## config.mk

```make
export PLATFORM = sky130hd
export DESIGN_NAME = mult_div_unit_flat
export DESIGN_NICKNAME = d
export VERILOG_FILES = /design/src/rtl/mult_div_unit_pkg.sv /design/src/rtl/mult_div_unit_if.sv /design/src/rtl/mult_div_unit_div_iter.sv /design/src/rtl/mult_div_unit.sv /design/src/flat_wrapper.sv
export SDC_FILE = /design/constraint.sdc
export NUM_CORES = 2
export LEC_CHECK = 0
export ABC_AREA = 1
export CORE_MARGIN = 1
export CORE_UTILIZATION = 51
export DETAILED_ROUTE_END_ITERATION = 6
export PLACE_DENSITY = 0.77
export SLEW_MARGIN = 20
export SYNTH_ARGS = -nofsm -noshare
export SYNTH_HDL_FRONTEND = slang
export SYNTH_SLANG_ARGS = --single-unit
```

## constraint.sdc

```tcl
create_clock -name clk -period 10.5 [get_ports clk]
set_input_delay 3.15 -clock clk [delete_from_list [all_inputs] [get_ports clk]]
set_output_delay 3.15 -clock clk [all_outputs]
set_load 0.05 [all_outputs]
```

## src/rtl/mult_div_unit_pkg.sv

```systemverilog
// mult_div_unit_pkg: op/state encodings and operand helpers for the HI/LO unit
package mult_div_unit_pkg;
  localparam int DATA_W = 32;
  typedef enum logic [2:0] {
    MD_NONE  = 3'd0,
    MD_MULT  = 3'd1,
    MD_MULTU = 3'd2,
    MD_DIV   = 3'd3,
    MD_DIVU  = 3'd4,
    MD_MTHI  = 3'd5,
    MD_MTLO  = 3'd6
  } md_op_t;
  typedef enum logic [1:0] {
    ST_IDLE = 2'd0,
    ST_MUL  = 2'd1,
    ST_DIV  = 2'd2,
    ST_DONE = 2'd3
  } md_state_t;
  function automatic logic is_md_op(input md_op_t op);
    return op == MD_MULT || op == MD_MULTU || op == MD_DIV || op == MD_DIVU;
  endfunction
  function automatic logic is_div_op(input md_op_t op);
    return op == MD_DIV || op == MD_DIVU;
  endfunction
  function automatic logic is_signed_op(input md_op_t op);
    return op == MD_MULT || op == MD_DIV;
  endfunction
  function automatic logic [DATA_W-1:0] mag(input logic [DATA_W-1:0] v, input logic s);
    return (s && v[DATA_W-1]) ? -v : v;
  endfunction
endpackage

```

## src/rtl/mult_div_unit_if.sv

```systemverilog
// mult_div_unit_if: EX-stage request, abort, stall and HI/LO bundle
interface mult_div_unit_if;
  import mult_div_unit_pkg::*;
  logic              ex_valid;
  md_op_t            ex_op;
  logic [DATA_W-1:0] ex_rs_val;
  logic [DATA_W-1:0] ex_rt_val;
  logic              abort;
  logic              mult_div_run;
  logic [DATA_W-1:0] hi;
  logic [DATA_W-1:0] lo;
  modport master(
    output ex_valid, ex_op, ex_rs_val, ex_rt_val, abort,
    input  mult_div_run, hi, lo
  );
  modport slave(
    input  ex_valid, ex_op, ex_rs_val, ex_rt_val, abort,
    output mult_div_run, hi, lo
  );
endinterface

```

## src/rtl/mult_div_unit_div_iter.sv

```systemverilog
// mult_div_unit_div_iter: unsigned restoring divider, one quotient bit per step
module mult_div_unit_div_iter #(
  parameter int W = 32
) (
  input  logic         clk,
  input  logic         resetn,
  input  logic         load,
  input  logic         step,
  input  logic [W-1:0] dividend,
  input  logic [W-1:0] divisor,
  output logic [W-1:0] quotient,
  output logic [W-1:0] remainder
);
  logic [W-1:0] dvs;
  logic [W:0]   shifted;
  logic [W-1:0] diff;
  logic         ge;
  assign shifted = {remainder, quotient[W-1]};
  assign ge      = shifted >= {1'b0, dvs};
  assign diff    = shifted[W-1:0] - dvs;
  // quotient reg doubles as the dividend shifter; a divisor of 0 yields all-ones and the dividend as remainder
  always_ff @(posedge clk or negedge resetn) begin
    if (!resetn) begin
      quotient  <= '0;
      remainder <= '0;
      dvs       <= '0;
    end else if (load) begin
      quotient  <= dividend;
      remainder <= '0;
      dvs       <= divisor;
    end else if (step) begin
      remainder <= ge ? diff : shifted[W-1:0];
      quotient  <= {quotient[W-2:0], ge};
    end
  end
endmodule

```

## src/rtl/mult_div_unit.sv

```systemverilog
// mult_div_unit: multi-cycle MUL/DIV engine owning the architectural HI/LO registers
module mult_div_unit
  import mult_div_unit_pkg::*;
#(
  parameter int MUL_CYCLES = 2,
  parameter int DIV_BITS   = DATA_W
) (
  input logic            clk,
  input logic            resetn,
  mult_div_unit_if.slave bus
);
  localparam int CNT_W = $clog2((DIV_BITS > MUL_CYCLES ? DIV_BITS : MUL_CYCLES) + 1);
  md_state_t         state, state_nxt;
  logic [CNT_W-1:0]  cnt;
  logic [DATA_W-1:0] op_a, op_b, quo, rem, div_hi, div_lo, res_hi, res_lo, hi_d, lo_d;
  logic [63:0]       ext_a, ext_b, prod, mul_res;
  logic              sgn, op_div, start, cnt_last, mt_ok, hi_we, lo_we;
  assign start    = bus.ex_valid && is_md_op(bus.ex_op) && !bus.abort && state == ST_IDLE;
  assign mt_ok    = bus.ex_valid && !bus.abort && state == ST_IDLE;
  assign cnt_last = cnt == CNT_W'(state == ST_MUL ? MUL_CYCLES - 1 : DIV_BITS - 1);
  assign ext_a    = {{32{sgn & op_a[31]}}, op_a};
  assign ext_b    = {{32{sgn & op_b[31]}}, op_b};
  assign prod     = ext_a * ext_b;
  assign div_lo   = op_b == '0 ? '1 : (sgn && (op_a[31] ^ op_b[31])) ? -quo : quo;
  assign div_hi   = op_b == '0 ? op_a : (sgn && op_a[31]) ? -rem : rem;
  assign res_hi   = op_div ? div_hi : mul_res[63:32];
  assign res_lo   = op_div ? div_lo : mul_res[31:0];
  mult_div_unit_div_iter #(.W(DIV_BITS)) u_div (
    .clk      (clk),
    .resetn   (resetn),
    .load     (start && is_div_op(bus.ex_op)),
    .step     (state == ST_DIV),
    .dividend (mag(bus.ex_rs_val, is_signed_op(bus.ex_op))),
    .divisor  (mag(bus.ex_rt_val, is_signed_op(bus.ex_op))),
    .quotient (quo),
    .remainder(rem)
  );
  // state register
  always_ff @(posedge clk or negedge resetn) begin
    if (!resetn) state <= ST_IDLE;
    else         state <= state_nxt;
  end
  // next state, stall request and HI/LO write selection; DONE never accepts a new start
  always_comb begin
    state_nxt = state == ST_IDLE ? (start ? (is_div_op(bus.ex_op) ? ST_DIV : ST_MUL) : ST_IDLE)
              : (state == ST_DONE || bus.abort) ? ST_IDLE
              : cnt_last ? ST_DONE : state;
    bus.mult_div_run = start || state == ST_MUL || state == ST_DIV;
    hi_we = state == ST_DONE ? !bus.abort : mt_ok && bus.ex_op == MD_MTHI;
    lo_we = state == ST_DONE ? !bus.abort : mt_ok && bus.ex_op == MD_MTLO;
    hi_d  = state == ST_DONE ? res_hi : bus.ex_rs_val;
    lo_d  = state == ST_DONE ? res_lo : bus.ex_rs_val;
  end
  // operand capture, iteration counter and product register
  always_ff @(posedge clk or negedge resetn) begin
    if (!resetn) begin
      op_a    <= '0;
      op_b    <= '0;
      sgn     <= 1'b0;
      op_div  <= 1'b0;
      cnt     <= '0;
      mul_res <= '0;
    end else begin
      if (start) begin
        op_a   <= bus.ex_rs_val;
        op_b   <= bus.ex_rt_val;
        sgn    <= is_signed_op(bus.ex_op);
        op_div <= is_div_op(bus.ex_op);
      end
      cnt <= (state == ST_MUL || state == ST_DIV) ? cnt + CNT_W'(1) : '0;
      if (state == ST_MUL) mul_res <= prod;
    end
  end
  // architectural HI/LO
  always_ff @(posedge clk or negedge resetn) begin
    if (!resetn) begin
      bus.hi <= '0;
      bus.lo <= '0;
    end else begin
      if (hi_we) bus.hi <= hi_d;
      if (lo_we) bus.lo <= lo_d;
    end
  end
endmodule
```

## src/flat_wrapper.sv

```systemverilog
// flat-port wrapper written by rule: the top's interface ports become plain ports
module mult_div_unit_flat import mult_div_unit_pkg::*;
#(
  parameter int MUL_CYCLES = 2,
  parameter int DIV_BITS   = DATA_W
)
  (clk, resetn, bus_ex_valid, bus_ex_op, bus_ex_rs_val, bus_ex_rt_val, bus_abort, bus_mult_div_run, bus_hi, bus_lo);
  mult_div_unit_if bus_i ();
  input logic clk;
  input logic resetn;
  input wire logic [$bits(bus_i.ex_valid)-1:0] bus_ex_valid;
  input wire logic [$bits(bus_i.ex_op)-1:0] bus_ex_op;
  input wire logic [$bits(bus_i.ex_rs_val)-1:0] bus_ex_rs_val;
  input wire logic [$bits(bus_i.ex_rt_val)-1:0] bus_ex_rt_val;
  input wire logic [$bits(bus_i.abort)-1:0] bus_abort;
  output wire logic [$bits(bus_i.mult_div_run)-1:0] bus_mult_div_run;
  output wire logic [$bits(bus_i.hi)-1:0] bus_hi;
  output wire logic [$bits(bus_i.lo)-1:0] bus_lo;
  assign bus_i.ex_valid = bus_ex_valid;
  assign bus_i.ex_op = bus_ex_op;
  assign bus_i.ex_rs_val = bus_ex_rs_val;
  assign bus_i.ex_rt_val = bus_ex_rt_val;
  assign bus_i.abort = bus_abort;
  assign bus_mult_div_run = bus_i.mult_div_run;
  assign bus_hi = bus_i.hi;
  assign bus_lo = bus_i.lo;
  mult_div_unit #(.MUL_CYCLES(MUL_CYCLES), .DIV_BITS(DIV_BITS)) u_core (.clk(clk), .resetn(resetn), .bus(bus_i));
endmodule
```

==> results.sh <==
export IMPL_path_depth=26
export IMPL_cp_slowest_cell="fa_1"
export IMPL_status="finished with violations"
export IMPL_finalSetupViolations=0
export IMPL_floorplan_initialDensity_pct=51.73
export IMPL_clock_sinks=298
export IMPL_wl_per_cell_um=21.97
export IMPL_htreeDepth=2
export IMPL_worst_endpoint_arrival_ps=9000
export IMPL_routed_wl_mm=205.8
export IMPL_gr_total_overflow=0
export IMPL_ys_flop_type="dfrtp_1"
export IMPL_startpoint="u_core.sgn$_DFFE_PN0P_"
export IMPL_r2r_end="u_core.mul_res[54]$_DFFE_PN0P_"
export IMPL_via_count=52160
export IMPL_rr_worst_depth=26
export IMPL_failed_checks="design-rule violations"
export IMPL_grt_pass1_wl_mm=319.4
export IMPL_grt_max_degree=126
export IMPL_gp_congestion=1.024
export IMPL_cts_inserted_buffers=39
export IMPL_worstSetupStartpointType="flip-flop"
export IMPL_slew_violations=0
export IMPL_antenna_found_initial=7
export IMPL_syn_inst=7917
export IMPL_crit_path_max_incr_delay_ps=1150
export IMPL_fmax_ghz=0.1172
export IMPL_finalSetupTns_ps=0
export IMPL_cts_tree="built"
export IMPL_crit_path_frequent_cell="fa_1"
export IMPL_clk_pin_slew_worst_paths_ps=60
export IMPL_synth_nets=9368
export IMPL_io_pins=136
export IMPL_ant_nets=0
export IMPL_synth_edff_count=0
export IMPL_rows=124
export IMPL_relSlewSlack_pct=20.15
export IMPL_place_hpwl_mm=167.6
export IMPL_finalHoldViolCount=0
export IMPL_clk_insertion_delay_late_ps=600
export IMPL_synth_async_sr_flop_share_pct=100.0
export IMPL_reg2reg_slack_ps=1970
export IMPL_hold_class="reg -> reg"
export IMPL_cp_top_family="adder cells"
export IMPL_syn2layout_area_growth_pct=6.310
export IMPL_finClkSkew_ps=30.03
export IMPL_drc=3
export IMPL_dr_pass1_iters=7
export IMPL_vias_per_cell=5.570
export IMPL_holdBufCountCts=0
export IMPL_rr_startpoint="u_core.sgn$_DFFE_PN0P_"
export IMPL_drive_gt1_share_pct=4.012
export IMPL_die_area_mm2=0.1180
export IMPL_ys_ff_latch=298
export IMPL_maxCapViolCount=0
export IMPL_post_route_min_period_ps=8532
export IMPL_die_x_um=343.5
export IMPL_yosysUniqueCellTypes=56
export IMPL_cts_buffer_depth=3
export IMPL_worst_pin_slew_ps=1198
export IMPL_grtUsageTotal_pct=35.89
export IMPL_layout_setup_ws_ps=1968
export IMPL_fin_nets=9272
export IMPL_postCtsSetupBuffers=0
export IMPL_required_ps=10960
export IMPL_dp_slack_ps=2101
export IMPL_rsz0062_at_grt="false"
export IMPL_portBuffers=135
export IMPL_critPathKind="reg -> reg"
export IMPL_clockRootBuffer="clkbuf_16"
export IMPL_grt_pass1_vias=53790
export IMPL_die_height_um=343.5
export IMPL_fin_crit_sh_pct=81.26
export IMPL_cp_end_kind="flip-flop"
export IMPL_ctsResizeCount=0
export IMPL_netlist_area_mm2=0.05947
export IMPL_yosysSeqAreaShare_pct=12.54
export IMPL_crit_buf_inv=6
export IMPL_core_area_mm2=0.1150
export IMPL_yosys_warnings=0
export IMPL_cp_endpoint="u_core.mul_res[54]$_DFFE_PN0P_"
export IMPL_critPathMaxFanout=16
export IMPL_syn_avg_cell_area_um2=7.511
export IMPL_drt_iter0_markers=5298
-- layer usage --
metal	GRT usage, %	up-vias	wire length (um)
met4	16.08	6	10830
li1	-	22860	-
met5	0	-	38
met1	48.80	26020	82200
met2	56.94	2733	93570
met3	5.454	549	19150
-- synthesized netlist by cell type, types with 19 or more instances --
library cell     n  area share, %
nand2_1       2082             13
inv_1         1934             12
fa_1          1126             38
nor2_1         574            3.6
nand3_1        310            2.6
dfrtp_1        298             13
clkbuf_1       278            1.8
o21ai_0        265            2.2
ha_1           254            5.3
a21oi_1        213            1.8
nand4_1         58           0.61
buf_2           57           0.48
xor2_1          55           0.81
nor3_1          42           0.35
nand2_2         41           0.43
xnor2_1         33           0.49
inv_2           27           0.17
o221ai_1        26           0.38
o21ai_1         24           0.20
o211ai_1        23           0.29
buf_1           20           0.13
o21bai_1        19           0.24
-- cells in the final DEF, fill, tap and decap left out, types with 15 or more instances in the layout --
| cell type | count |
|---|---|
| nand3_1 | 310 |
| o221ai_1 | 26 |
| buf_4 | 100 |
| nand3_2 | 17 |
| a31oi_1 | 15 |
| inv_2 | 28 |
| xor2_1 | 55 |
| nand2_1 | 2079 |
| nor3_1 | 42 |
| dfrtp_1 | 296 |
| nand2_2 | 43 |
| a21oi_1 | 213 |
| o211ai_1 | 23 |
| o21ai_1 | 24 |
| fa_1 | 1125 |
| ha_1 | 252 |
| o21bai_1 | 19 |
| nor2_2 | 18 |
| clkbuf_16 | 39 |
| o21ai_0 | 265 |
| inv_1 | 1933 |
| xnor2_1 | 33 |
| clkdlybuf4s50_1 | 134 |
| nand4_1 | 58 |
| nor2_1 | 574 |
-- tightest hold or removal path, delay by kind of cell, from the launching register on --
family | cells | cell delay (ps)
and+or+nand+nor | 2 | 110
DFF | 1 | 340
-- worst min-delay path by stage --
| stage | start | endpoint | depth (start not counted) |
|---|---|---|---|
| floorplan | u_core.mul_res[7]$_DFFE_PN0P_ | u_core.mul_res[7]$_DFFE_PN0P_ | 2 |
| global placement | u_core.op_a[22]$_DFFE_PN0P_ | u_core.op_a[22]$_DFFE_PN0P_ | 2 |
| CTS | u_core.op_b[28]$_DFFE_PN0P_ | u_core.op_b[28]$_DFFE_PN0P_ | 2 |
| global route | u_core.op_b[28]$_DFFE_PN0P_ | u_core.op_b[28]$_DFFE_PN0P_ | 2 |
| detailed placement | u_core.mul_res[46]$_DFFE_PN0P_ | u_core.mul_res[46]$_DFFE_PN0P_ | 2 |
| finish | u_core.mul_res[60]$_DFFE_PN0P_ | u_core.mul_res[60]$_DFFE_PN0P_ | 2 |
-- cell families (layout without fill, tap and decap cells) --
family                   count (synthesis)  count (layout)  synth area share (%)
AO/OA/AOI/OAI                          612             612                 5.651
XOR/XNOR                                88              88                 1.296
adder cells (fa/ha/maj)               1380            1380                 43.25
buffers and inverters                 2341            2276                 15.17
flip-flops                             298             298                 12.54
other                                    0               1                     0
AND/OR/NAND/NOR                       3198            3198                 22.09
-- sequential cells by signal, indices dropped and copies added, names as in the netlist --
name	cells
u_core.bus.hi	32
u_core.bus.lo	32
u_core.cnt	6
u_core.op_div	1
u_core.u_div.quotient	32
u_core.mul_res	64
u_core.op_b	32
u_core.op_a	32
u_core.u_div.remainder	32
u_core.state	2
u_core.u_div.dvs	32
u_core.sgn	1
-- metrics by stage --
stage | cell area, um2 | hold slack [ps] | util (%) | cells
6_report | 63220 | 483.1 | 54.99 | 9365
5_1_grt | 63220 | 508.2 | 54.99 | 9364
4_1_cts | 63220 | 488.9 | 54.99 | 9364
3_5_place_dp | 61910 | 470.2 | 53.85 | 9292
3_3_place_gp | 61910 | 465.6 | 53.85 | 9292
2_1_floorplan | 59470 | 443.9 | - | 7917
-- area by class of cell --
| cell class | instances | area, um2 |
|---|---|---|
| antenna | 1 | 2.502 |
| timing repair buffer | 238 | 2167 |
| fill | 10740 | 51740 |
| clock inverter | 14 | 177.7 |
| multi-input combinational | 5278 | 43010 |
| sequential | 298 | 7460 |
| tap | 1512 | 1892 |
| inverter | 1966 | 7385 |
| clock buffer | 58 | 1127 |
Power is not shown: default switching activity piles up to over one toggle a cycle in this logic, so the estimate is an artifact.
